`config.mk`:
```
export PLATFORM = sky130hd
export DESIGN_NAME = core_controller_axi_master_flat
export DESIGN_NICKNAME = d
export VERILOG_FILES = /design/src/rtl/core_controller_axi_master_if.sv /design/src/rtl/core_controller_axi_master.sv /design/src/flat_wrapper.sv
export SDC_FILE = /design/constraint.sdc
export NUM_CORES = 1
export LEC_CHECK = 0
export CAP_MARGIN = 30
export CORE_MARGIN = 4
export CORE_UTILIZATION = 40
export DETAILED_ROUTE_END_ITERATION = 12
export HOLD_SLACK_MARGIN = 0.08
export PLACE_DENSITY = 0.79
export RECOVER_POWER = 100
export SETUP_SLACK_MARGIN = 0.05
export SLEW_MARGIN = 15
export SYNTH_ARGS = -nofsm -noshare
export SYNTH_HDL_FRONTEND = slang
export SYNTH_SLANG_ARGS = --single-unit
```
`constraint.sdc`:
```
create_clock -name M_AXI_ACLK -period 2.3 [get_ports M_AXI_ACLK]
set_input_delay 0.575 -clock M_AXI_ACLK [delete_from_list [all_inputs] [get_ports M_AXI_ACLK]]
set_output_delay 0.575 -clock M_AXI_ACLK [all_outputs]
set_load 0.05 [all_outputs]
```
`src/rtl/core_controller_axi_master_if.sv`:
```
// AXI4-Lite bus bundle between the core controller initiator and its
// register slave.
interface core_controller_axi_master_if #(
    parameter int ADDR_W = 16,
    parameter int DATA_W = 32
);
    logic [ADDR_W-1:0]   M_AXI_AWADDR;
    logic [2:0]          M_AXI_AWPROT;
    logic                M_AXI_AWVALID;
    logic                M_AXI_AWREADY;
    logic [DATA_W-1:0]   M_AXI_WDATA;
    logic [DATA_W/8-1:0] M_AXI_WSTRB;
    logic                M_AXI_WVALID;
    logic                M_AXI_WREADY;
    logic [1:0]          M_AXI_BRESP;
    logic                M_AXI_BVALID;
    logic                M_AXI_BREADY;
    logic [ADDR_W-1:0]   M_AXI_ARADDR;
    logic [2:0]          M_AXI_ARPROT;
    logic                M_AXI_ARVALID;
    logic                M_AXI_ARREADY;
    logic [DATA_W-1:0]   M_AXI_RDATA;
    logic [1:0]          M_AXI_RRESP;
    logic                M_AXI_RVALID;
    logic                M_AXI_RREADY;

    modport master (
        output M_AXI_AWADDR, M_AXI_AWPROT, M_AXI_AWVALID,
        input  M_AXI_AWREADY,
        output M_AXI_WDATA, M_AXI_WSTRB, M_AXI_WVALID,
        input  M_AXI_WREADY,
        input  M_AXI_BRESP, M_AXI_BVALID,
        output M_AXI_BREADY,
        output M_AXI_ARADDR, M_AXI_ARPROT, M_AXI_ARVALID,
        input  M_AXI_ARREADY,
        input  M_AXI_RDATA, M_AXI_RRESP, M_AXI_RVALID,
        output M_AXI_RREADY
    );

    modport slave (
        input  M_AXI_AWADDR, M_AXI_AWPROT, M_AXI_AWVALID,
        output M_AXI_AWREADY,
        input  M_AXI_WDATA, M_AXI_WSTRB, M_AXI_WVALID,
        output M_AXI_WREADY,
        output M_AXI_BRESP, M_AXI_BVALID,
        input  M_AXI_BREADY,
        input  M_AXI_ARADDR, M_AXI_ARPROT, M_AXI_ARVALID,
        output M_AXI_ARREADY,
        output M_AXI_RDATA, M_AXI_RRESP, M_AXI_RVALID,
        input  M_AXI_RREADY
    );
endinterface

```
`src/rtl/core_controller_axi_master.sv`:
```
// Single-outstanding AXI4-Lite initiator driven by a local register
// command port, with a response-phase timeout and late-response drain.
module core_controller_axi_master #(
    parameter int          C_M_AXI_DATA_WIDTH = 32,
    parameter int          C_M_AXI_ADDR_WIDTH = 16,
    parameter int unsigned TIMEOUT_CYCLES     = 1024
) (
    input  logic                          M_AXI_ACLK,
    input  logic                          M_AXI_ARSTN,
    input  logic                          CMD_VALID,
    output logic                          CMD_READY,
    input  logic                          CMD_WE,
    input  logic [C_M_AXI_ADDR_WIDTH-1:0] CMD_ADDR,
    input  logic [C_M_AXI_DATA_WIDTH-1:0] CMD_WDATA,
    output logic                          RSP_VALID,
    output logic [C_M_AXI_DATA_WIDTH-1:0] RSP_RDATA,
    output logic [1:0]                    RSP_RESP,
    output logic                          RSP_TIMEOUT,
    core_controller_axi_master_if.master  m_axi
);
    localparam int AW = C_M_AXI_ADDR_WIDTH;
    localparam int DW = C_M_AXI_DATA_WIDTH;
    localparam int CW = (TIMEOUT_CYCLES == 0) ? 1 : $clog2(TIMEOUT_CYCLES + 1);
    localparam logic [CW-1:0] TO_LAST = CW'(TIMEOUT_CYCLES - 1);

    typedef enum logic [2:0] {
        IDLE,
        WR_REQ,
        WR_RESP,
        RD_REQ,
        RD_RESP,
        DRAIN
    } state_t;

    state_t         state_q, state_d;
    logic           cmd_ready_q, cmd_ready_d;
    logic           awvalid_q, awvalid_d;
    logic           wvalid_q, wvalid_d;
    logic           arvalid_q, arvalid_d;
    logic           bready_q, bready_d;
    logic           rready_q, rready_d;
    logic [CW-1:0]  cnt_q, cnt_d;
    logic [AW-1:0]  addr_q, addr_d;
    logic [DW-1:0]  wdata_q, wdata_d;
    logic           rsp_valid_q, rsp_valid_d;
    logic [DW-1:0]  rsp_rdata_q, rsp_rdata_d;
    logic [1:0]     rsp_resp_q, rsp_resp_d;
    logic           rsp_timeout_q, rsp_timeout_d;
    logic           rsp_hit;
    logic           to_hit;

    assign rsp_hit = (bready_q & m_axi.M_AXI_BVALID) |
                     (rready_q & m_axi.M_AXI_RVALID);
    assign to_hit  = (TIMEOUT_CYCLES != 0) && (cnt_q == TO_LAST);

    always_comb begin
        state_d       = state_q;
        awvalid_d     = awvalid_q;
        wvalid_d      = wvalid_q;
        arvalid_d     = arvalid_q;
        bready_d      = bready_q;
        rready_d      = rready_q;
        cnt_d         = cnt_q;
        addr_d        = addr_q;
        wdata_d       = wdata_q;
        rsp_valid_d   = 1'b0;
        rsp_rdata_d   = rsp_rdata_q;
        rsp_resp_d    = rsp_resp_q;
        rsp_timeout_d = 1'b0;
        unique case (state_q)
            IDLE: begin
                if (CMD_VALID && cmd_ready_q) begin
                    addr_d  = CMD_ADDR & ~AW'(3);
                    wdata_d = CMD_WDATA;
                    if (CMD_WE) begin
                        state_d   = WR_REQ;
                        awvalid_d = 1'b1;
                        wvalid_d  = 1'b1;
                    end else begin
                        state_d   = RD_REQ;
                        arvalid_d = 1'b1;
                    end
                end
            end
            WR_REQ: begin
                awvalid_d = awvalid_q & ~m_axi.M_AXI_AWREADY;
                wvalid_d  = wvalid_q & ~m_axi.M_AXI_WREADY;
                if (!awvalid_d && !wvalid_d) begin
                    state_d  = WR_RESP;
                    bready_d = 1'b1;
                    cnt_d    = '0;
                end
            end
            RD_REQ: begin
                if (m_axi.M_AXI_ARREADY) begin
                    state_d   = RD_RESP;
                    arvalid_d = 1'b0;
                    rready_d  = 1'b1;
                    cnt_d     = '0;
                end
            end
            WR_RESP, RD_RESP: begin
                if (rsp_hit) begin
                    state_d     = IDLE;
                    bready_d    = 1'b0;
                    rready_d    = 1'b0;
                    rsp_valid_d = 1'b1;
                    rsp_rdata_d = rready_q ? m_axi.M_AXI_RDATA : '0;
                    rsp_resp_d  = rready_q ? m_axi.M_AXI_RRESP
                                           : m_axi.M_AXI_BRESP;
                end else if (TIMEOUT_CYCLES != 0) begin
                    cnt_d = cnt_q + CW'(1);
                    // Keep READY up in DRAIN so the late beat is swallowed
                    if (to_hit) begin
                        state_d       = DRAIN;
                        rsp_valid_d   = 1'b1;
                        rsp_timeout_d = 1'b1;
                        rsp_resp_d    = 2'b10;
                        rsp_rdata_d   = '0;
                    end
                end
            end
            DRAIN: begin
                if (rsp_hit) begin
                    state_d  = IDLE;
                    bready_d = 1'b0;
                    rready_d = 1'b0;
                end
            end
            default: state_d = IDLE;
        endcase
        cmd_ready_d = (state_d == IDLE);
    end

    always_ff @(posedge M_AXI_ACLK or negedge M_AXI_ARSTN) begin
        if (!M_AXI_ARSTN) begin
            state_q       <= IDLE;
            cmd_ready_q   <= 1'b0;
            awvalid_q     <= 1'b0;
            wvalid_q      <= 1'b0;
            arvalid_q     <= 1'b0;
            bready_q      <= 1'b0;
            rready_q      <= 1'b0;
            cnt_q         <= '0;
            addr_q        <= '0;
            wdata_q       <= '0;
            rsp_valid_q   <= 1'b0;
            rsp_rdata_q   <= '0;
            rsp_resp_q    <= 2'b00;
            rsp_timeout_q <= 1'b0;
        end else begin
            state_q       <= state_d;
            cmd_ready_q   <= cmd_ready_d;
            awvalid_q     <= awvalid_d;
            wvalid_q      <= wvalid_d;
            arvalid_q     <= arvalid_d;
            bready_q      <= bready_d;
            rready_q      <= rready_d;
            cnt_q         <= cnt_d;
            addr_q        <= addr_d;
            wdata_q       <= wdata_d;
            rsp_valid_q   <= rsp_valid_d;
            rsp_rdata_q   <= rsp_rdata_d;
            rsp_resp_q    <= rsp_resp_d;
            rsp_timeout_q <= rsp_timeout_d;
        end
    end

    assign CMD_READY   = cmd_ready_q;
    assign RSP_VALID   = rsp_valid_q;
    assign RSP_RDATA   = rsp_rdata_q;
    assign RSP_RESP    = rsp_resp_q;
    assign RSP_TIMEOUT = rsp_timeout_q;

    assign m_axi.M_AXI_AWADDR  = addr_q;
    assign m_axi.M_AXI_AWPROT  = 3'b000;
    assign m_axi.M_AXI_AWVALID = awvalid_q;
    assign m_axi.M_AXI_WDATA   = wdata_q;
    assign m_axi.M_AXI_WSTRB   = '1;
    assign m_axi.M_AXI_WVALID  = wvalid_q;
    assign m_axi.M_AXI_BREADY  = bready_q;
    assign m_axi.M_AXI_ARADDR  = addr_q;
    assign m_axi.M_AXI_ARPROT  = 3'b000;
    assign m_axi.M_AXI_ARVALID = arvalid_q;
    assign m_axi.M_AXI_RREADY  = rready_q;
endmodule

```
`src/flat_wrapper.sv`:
```
// flat-port wrapper written by rule: the top's interface ports become plain ports
module core_controller_axi_master_flat 
#(
    parameter int          C_M_AXI_DATA_WIDTH = 32,
    parameter int          C_M_AXI_ADDR_WIDTH = 16,
    parameter int unsigned TIMEOUT_CYCLES     = 1024
)
  (M_AXI_ACLK, M_AXI_ARSTN, CMD_VALID, CMD_READY, CMD_WE, CMD_ADDR, CMD_WDATA, RSP_VALID, RSP_RDATA, RSP_RESP, RSP_TIMEOUT, m_axi_M_AXI_AWADDR, m_axi_M_AXI_AWPROT, m_axi_M_AXI_AWVALID, m_axi_M_AXI_AWREADY, m_axi_M_AXI_WDATA, m_axi_M_AXI_WSTRB, m_axi_M_AXI_WVALID, m_axi_M_AXI_WREADY, m_axi_M_AXI_BRESP, m_axi_M_AXI_BVALID, m_axi_M_AXI_BREADY, m_axi_M_AXI_ARADDR, m_axi_M_AXI_ARPROT, m_axi_M_AXI_ARVALID, m_axi_M_AXI_ARREADY, m_axi_M_AXI_RDATA, m_axi_M_AXI_RRESP, m_axi_M_AXI_RVALID, m_axi_M_AXI_RREADY);
  core_controller_axi_master_if #(.ADDR_W(16), .DATA_W(32)) m_axi_i ();
  input  logic M_AXI_ACLK;
  input  logic M_AXI_ARSTN;
  input  logic CMD_VALID;
  output logic CMD_READY;
  input  logic CMD_WE;
  input  logic [C_M_AXI_ADDR_WIDTH-1:0] CMD_ADDR;
  input  logic [C_M_AXI_DATA_WIDTH-1:0] CMD_WDATA;
  output logic RSP_VALID;
  output logic [C_M_AXI_DATA_WIDTH-1:0] RSP_RDATA;
  output logic [1:0] RSP_RESP;
  output logic RSP_TIMEOUT;
  output wire logic [$bits(m_axi_i.M_AXI_AWADDR)-1:0] m_axi_M_AXI_AWADDR;
  output wire logic [$bits(m_axi_i.M_AXI_AWPROT)-1:0] m_axi_M_AXI_AWPROT;
  output wire logic [$bits(m_axi_i.M_AXI_AWVALID)-1:0] m_axi_M_AXI_AWVALID;
  input wire logic [$bits(m_axi_i.M_AXI_AWREADY)-1:0] m_axi_M_AXI_AWREADY;
  output wire logic [$bits(m_axi_i.M_AXI_WDATA)-1:0] m_axi_M_AXI_WDATA;
  output wire logic [$bits(m_axi_i.M_AXI_WSTRB)-1:0] m_axi_M_AXI_WSTRB;
  output wire logic [$bits(m_axi_i.M_AXI_WVALID)-1:0] m_axi_M_AXI_WVALID;
  input wire logic [$bits(m_axi_i.M_AXI_WREADY)-1:0] m_axi_M_AXI_WREADY;
  input wire logic [$bits(m_axi_i.M_AXI_BRESP)-1:0] m_axi_M_AXI_BRESP;
  input wire logic [$bits(m_axi_i.M_AXI_BVALID)-1:0] m_axi_M_AXI_BVALID;
  output wire logic [$bits(m_axi_i.M_AXI_BREADY)-1:0] m_axi_M_AXI_BREADY;
  output wire logic [$bits(m_axi_i.M_AXI_ARADDR)-1:0] m_axi_M_AXI_ARADDR;
  output wire logic [$bits(m_axi_i.M_AXI_ARPROT)-1:0] m_axi_M_AXI_ARPROT;
  output wire logic [$bits(m_axi_i.M_AXI_ARVALID)-1:0] m_axi_M_AXI_ARVALID;
  input wire logic [$bits(m_axi_i.M_AXI_ARREADY)-1:0] m_axi_M_AXI_ARREADY;
  input wire logic [$bits(m_axi_i.M_AXI_RDATA)-1:0] m_axi_M_AXI_RDATA;
  input wire logic [$bits(m_axi_i.M_AXI_RRESP)-1:0] m_axi_M_AXI_RRESP;
  input wire logic [$bits(m_axi_i.M_AXI_RVALID)-1:0] m_axi_M_AXI_RVALID;
  output wire logic [$bits(m_axi_i.M_AXI_RREADY)-1:0] m_axi_M_AXI_RREADY;
  assign m_axi_M_AXI_AWADDR = m_axi_i.M_AXI_AWADDR;
  assign m_axi_M_AXI_AWPROT = m_axi_i.M_AXI_AWPROT;
  assign m_axi_M_AXI_AWVALID = m_axi_i.M_AXI_AWVALID;
  assign m_axi_i.M_AXI_AWREADY = m_axi_M_AXI_AWREADY;
  assign m_axi_M_AXI_WDATA = m_axi_i.M_AXI_WDATA;
  assign m_axi_M_AXI_WSTRB = m_axi_i.M_AXI_WSTRB;
  assign m_axi_M_AXI_WVALID = m_axi_i.M_AXI_WVALID;
  assign m_axi_i.M_AXI_WREADY = m_axi_M_AXI_WREADY;
  assign m_axi_i.M_AXI_BRESP = m_axi_M_AXI_BRESP;
  assign m_axi_i.M_AXI_BVALID = m_axi_M_AXI_BVALID;
  assign m_axi_M_AXI_BREADY = m_axi_i.M_AXI_BREADY;
  assign m_axi_M_AXI_ARADDR = m_axi_i.M_AXI_ARADDR;
  assign m_axi_M_AXI_ARPROT = m_axi_i.M_AXI_ARPROT;
  assign m_axi_M_AXI_ARVALID = m_axi_i.M_AXI_ARVALID;
  assign m_axi_i.M_AXI_ARREADY = m_axi_M_AXI_ARREADY;
  assign m_axi_i.M_AXI_RDATA = m_axi_M_AXI_RDATA;
  assign m_axi_i.M_AXI_RRESP = m_axi_M_AXI_RRESP;
  assign m_axi_i.M_AXI_RVALID = m_axi_M_AXI_RVALID;
  assign m_axi_M_AXI_RREADY = m_axi_i.M_AXI_RREADY;
  core_controller_axi_master #(.C_M_AXI_DATA_WIDTH(C_M_AXI_DATA_WIDTH), .C_M_AXI_ADDR_WIDTH(C_M_AXI_ADDR_WIDTH), .TIMEOUT_CYCLES(TIMEOUT_CYCLES)) u_core (.M_AXI_ACLK(M_AXI_ACLK), .M_AXI_ARSTN(M_AXI_ARSTN), .CMD_VALID(CMD_VALID), .CMD_READY(CMD_READY), .CMD_WE(CMD_WE), .CMD_ADDR(CMD_ADDR), .CMD_WDATA(CMD_WDATA), .RSP_VALID(RSP_VALID), .RSP_RDATA(RSP_RDATA), .RSP_RESP(RSP_RESP), .RSP_TIMEOUT(RSP_TIMEOUT), .m_axi(m_axi_i));
endmodule
```
### Yosys cells after proc, flatten, opt, wreduce, memory -nomap -nowiden

Cells that the tools add are included.

| storage, ports and cells | value |
|---|---|
| flip-flop bits (word level) | 102 |
| output and inout port bits | 116 |
| word-level logic and storage cells | 92 |
| bits of input ports | 93 |

| operators by class | value |
|---|---|
| muxes and demuxes | 36 |
| reductions and logical operators | 21 |
| equal/unequal tests | 13 |
| bitwise logic cells | 7 |
| add/subtract/negate cells | 1 |

Operator list:

| cell | count |
|---|---|
| two-way mux 32 bit | 3 |
| two-way mux 11 bit | 3 |
| case mux 11 bit (3 select lines) | 1 |
| two-way mux 3 bit | 6 |
| case mux 3 bit (5 select lines) | 1 |
| two-way mux 1 bit | 13 |
| adder 11 x 1 -> 11 bit (second input constant) | 1 |
| equality test 11 x 10 -> 1 bit (second input constant) | 1 |
| case mux 1 bit (2 select lines) | 5 |
| nonzero test 2 bit | 5 |
| AND reduction 3 bit | 3 |
| two-way mux 2 bit | 4 |
| inequality test 2 bit (second input constant) | 4 |
| AND reduction 4 bit | 2 |
| equality test 3 x 2 -> 1 bit (second input constant) | 2 |
| equality test 3 bit (second input constant) | 2 |
| logical NOT 3 bit | 2 |
| inequality test 2 x 1 -> 1 bit (second input constant) | 3 |
| bitwise AND 1 bit | 4 |
| AND reduction 2 bit | 2 |
| equality test 3 x 1 -> 1 bit (second input constant) | 1 |
| nonzero test 3 bit | 1 |
| OR reduction 3 bit | 1 |
| logical AND 1 bit | 2 |
| 4 further kinds | 6 |

### Depth between registers and ports, before layout

| depth | value |
|---|---|
| depth in word-level cells | 7 |
| mapped depth | 7 |
| gate-level depth less buffers | 6 |

### Worst setup path before layout

OpenSTA, ideal clock, no wires.

| path | value |
|---|---|
| kind | register -> register |
| from | register u_core.rready_q (netlist: u_core.m_axi.M_AXI_RREADY) |
| to | register u_core.cmd_ready_q (netlist: u_core.CMD_READY) |
| path buffers | 2 |
| stages on the path, launching flop included | 7 |
| setup time | 130 ps |
| slack | 446 ps |
| clock period less this slack | 1854 ps |
| arrival time | 1723 ps |
| data required time | 2170 ps |
| cell sequence | dfrtp_1 clkbuf_2 a22o_1 buf_2 or3_1 o221ai_1 nor4b_1 |

| on the way | value |
|---|---|
| word-level cells in the longest chain between the ends | 5 |
| elaborated cells on any way between the ends | 6 |
| classes of those cells | mux: 3; bitwise: 2; reduce/logical: 1 |

Ends and longest elaborated chain:

| item | RTL line | source |
|---|---|---|
| start, declared | core_controller_axi_master.sv:41 | `logic rready_q, rready_d;` |
| start signal, assigned | core_controller_axi_master.sv:158 | `rready_q <= rready_d;` |
| bitwise AND 1 bit (*) | core_controller_axi_master.sv:53 | `(rready_q & m_axi.M_AXI_RVALID);` |
| bitwise OR 1 bit (*) | core_controller_axi_master.sv:52 | `assign rsp_hit = (bready_q & m_axi.M_AXI_BVALID) \|` |
| two-way mux 3 bit, on equally long branches | core_controller_axi_master.sv:124, core_controller_axi_master.sv:103 |  |
| case mux 3 bit (5 select lines) (*) | core_controller_axi_master.sv:70 | `unique case (state_q)` |
| named net u_core.state_d[1] | core_controller_axi_master.sv:35 | `state_t state_q, state_d;` |
| logical NOT 3 bit (*) | core_controller_axi_master.sv:132 | `cmd_ready_d = (state_d == IDLE);` |
| named net u_core.cmd_ready_d | core_controller_axi_master.sv:36 | `logic cmd_ready_q, cmd_ready_d;` |
| end signal, assigned | core_controller_axi_master.sv:153 | `cmd_ready_q <= cmd_ready_d;` |
| end, declared | core_controller_axi_master.sv:36 |  |

Mark *: on every way through the listed nets, which the timed path passes. The rest lies on a longest branch.
A chain may end at the register's enable or synchronous reset.

### Final worst setup path

| path | value |
|---|---|
| from | register u_core.addr_q[12] (netlist: u_core.m_axi.M_AXI_ARADDR[12]) |
| to | output port m_axi_M_AXI_ARADDR[12] |

RTL lines:

| item | RTL line | source |
|---|---|---|
| start, declared | core_controller_axi_master.sv:43 | `logic [AW-1:0] addr_q, addr_d;` |
| start signal, assigned | core_controller_axi_master.sv:160 | `addr_q <= addr_d;` |
| end, declared | flat_wrapper.sv:32 | `output wire logic [$bits(m_axi_i.M_AXI_ARADDR)-1:0] m_axi_M_AXI_ARADDR;` |

No word-level cell between the ends.

==> results.py <==
metrics = {
    "power": {
        "pwr_density_cell_nw_per_um2": 1540,
        "vdd_drop_max_mv": 1.05,
        "leakage_nw": 3.18,
    },
    "critical_path": {
        "regToRegSetupSlack_ns": 0.38,
        "cp_top_family": "buffers and inverters",
        "critPathMaxStageDelay_ns": 0.88,
        "setup.worst_path.start_class": "register",
        "cp-end-kind": "output port",
        "worstPathCellList": "dlygate4sd3_1",
        "worstPathRequired_ns": 1.73,
        "critical_path_buf_inv_count": 1,
        "path_class": "register to output port",
        "cp_data_arrival_time_ns": 1.63,
        "critPathMaxFanout": 3,
        "cp_slowest_cell": "dlygate4sd3_1",
    },
    "logic_synthesis": {
        "synth.most_common_cell": "nand2_1",
        "syn_inst": 436,
        "synth_commonest_cells": "nand2_1 (158), dfrtp_1 (102), a22o_1 (34)",
        "ys_seq_area_frac": 0.576,
        "synthArstFlopShare": 1.00,
        "syn_area_um2": 4430,
        "synth_cell_type_count": 50,
        "ys_warn_count": 0,
        "synth_area_leaders": "dfrtp_1 (58%), nand2_1 (13%), a22o_1 (6.7%)",
        "yosysTopAreaCellShare": 0.576,
        "synth_top_area_cell": "dfrtp_1",
        "syn_avg_cell_area_um2": 10.2,
        "yosys_most_used_dff": "dfrtp_1",
        "synth_edf_count": 0,
        "ys_ff_latch": 102,
    },
    "worst_hold_path": {
        "min_path_type": "register to register",
    },
    "global_routing": {
        "grtUsageTotal": 0.186,
        "grt_pass1_vias": 3749,
        "antenna_found_initial": 2,
        "grt_overflow": 0,
        "grt_pass1_wl_mm": 19.1,
        "grt_max_degree": 65,
    },
    "detailed_routing": {
        "first_pass_iters": 4,
        "vias": 3779,
        "wl_mm": 12.0,
        "drt-wirelength-per-cell_um": 15.8,
        "viasPerCell": 4.99,
        "antenna_left": 0,
        "drtIter0Drc": 218,
        "drc": 0,
    },
    "cts": {
        "post_cts_buffers": 0,
        "clk_pin_slew_ns": 0.09,
        "clock-sinks": 102,
        "htree_num_levels": 3,
        "clock_path_buffers": 2,
        "tritoncts": "yes",
        "clockRootBuffer": "clkbuf_8",
        "worst_skew_pair.late_latency_ns": 0.36,
        "numCtsBuffers": 9,
    },
    "final_layout": {
        "nets": 705,
        "fillers": 906,
        "drive_above_1_share": 0.0503,
        "final_area_um2": 6550,
        "multi_input_area_um2": 1530,
        "instances_no_fill": 757,
        "syn_to_final_growth_pct": 47.9,
        "seqCellArea_um2": 2550,
    },
    "placed_design": {
        "place_congestion": 0.842,
        "dp_cells": 739,
        "io_buffer_count": 192,
        "place_area_um2": 6370,
        "hpwl_mm": 9.01,
    },
    "die": {
        "io_pins": 209,
        "rows": 38,
        "die_w_um": 113,
        "die_area_um2": 12800,
        "core_area_um2": 10800,
        "initial_core_util": 0.408,
        "die_h_um": 113,
    },
    "timing": {
        "fin_skew_ns": 0.00947,
        "fmax_mhz": 454,
        "period_share": 0.957,
        "hold_violations": 0,
        "timing.hold.ws_ns": 0.473,
        "min_period_ns": 2.20,
        "tns_ns": 0,
        "setup_viol": 0,
        "max_slew.worst_pin.slew_ns": 0.943,
        "slew-limit-headroom": 0.371,
        "slew_viol_final": 0,
        "rsz0062_at_grt": "no",
    },
    "status": {
        "status": "finished clean",
    },
    "flow_run": {
        "maxCapViolations": 0,
    },
}
where the power goes:
| part | leakage, nW | switching (mW) | internal [mW] |
|---|---|---|---|
| clock | 0.125 | 0.594 | 0.708 |
| sequential | 1.30 | 0.451 | 2.50 |
| combinational | 1.76 | 4.07 | 1.79 |
logic make-up after synthesis:
group,after synthesis,share of synthesized area
fa+ha+maj,1,0.00283
compound gates,63,0.115
buf+inv,59,0.0853
xor+xnor,1,0.00367
mux,2,0.00480
other cells,2,0.00170
flops,102,0.576
simple gates,206,0.210
sequential cells by signal, indices dropped and copies added (netlist names):
name and count:
u_core.m_axi.M_AXI_WVALID 1, u_core.state_q 3, u_core.cnt_q 11, u_core.RSP_TIMEOUT 1
u_core.RSP_VALID 1, u_core.m_axi.M_AXI_ARADDR 14, u_core.CMD_READY 1, u_core.RSP_RDATA 32
u_core.m_axi.M_AXI_AWVALID 1, u_core.m_axi.M_AXI_ARVALID 1, u_core.m_axi.M_AXI_BREADY 1, u_core.m_axi.M_AXI_WDATA 32
u_core.RSP_RESP 2, u_core.m_axi.M_AXI_RREADY 1
final cells by class:
cell class,instances,share of cell area
tap,140,0.0267
timing repair buffer,205,0.310
inverter,6,0.00344
sequential,102,0.390
clock inverter,4,0.0117
clock buffer,12,0.0252
antenna,1,0.000382
multi-input combinational,287,0.233
final timing paths:
path / start / endpoint / cells after the start
max: u_core.m_axi.M_AXI_ARADDR[12] / m_axi_M_AXI_ARADDR[12] / 1
max in group asynchronous: M_AXI_ARSTN / u_core.RSP_RESP[0] / 3
min reg2reg: u_core.m_axi.M_AXI_WDATA[27] / u_core.m_axi.M_AXI_WDATA[27] / 2
max reg2reg: u_core.state_q[1] / u_core.m_axi.M_AXI_AWVALID / 4
min: u_core.m_axi.M_AXI_WDATA[27] / u_core.m_axi.M_AXI_WDATA[27] / 2
min in group asynchronous: M_AXI_ARSTN / u_core.RSP_RDATA[9] / 2
timing repair:
action                                  in CTS  in global routing
hold buffers                                 1                  0
gates resized for setup                      0                  1
endpoints found under the setup margin       0                  1
endpoints found under the hold margin        1                  0
per-layer routing:
layer,share of wire,track usage,vias to the layer above
met5,0.0017,0,-
met4,0.015,0.0577,2
met3,0.078,0.0535,19
met2,0.51,0.318,146
met1,0.39,0.229,1823
li1,-,-,1789
stage by stage:
stage | setup slack, ns | utilization | total power, mW
after floorplan | 0.446 | - | 7.21
after global placement | 0.0852 | 0.588 | 9.14
after detailed placement | 0.0395 | 0.588 | 9.26
after CTS | 0.0883 | 0.611 | 10.6
after global routing | 0.0349 | 0.604 | 10.6
final | 0.0991 | 0.604 | 10.1
placed cells by master (no fill, tap or decap), types with 2 or more instances in the layout:
cell,n
a21oi_1,3
a22o_1,34
a31oi_1,2
a32o_1,2
and3_1,3
buf_12,3
buf_4,4
bufinv_16,2
clkbuf_1,5
clkbuf_8,12
clkdlybuf4s50_1,92
conb_1,14
dfrtp_1,102
dlygate4sd3_1,98
inv_1,6
nand2_1,158
nand2b_1,4
nand3_1,6
nand4_1,5
nand4b_1,4
nor2_1,2
nor2b_1,3
nor3_1,2
nor4_1,2
o211ai_1,8
o21ai_0,5
o311ai_0,2
or4_1,7
(Power assumes the default switching activity.)
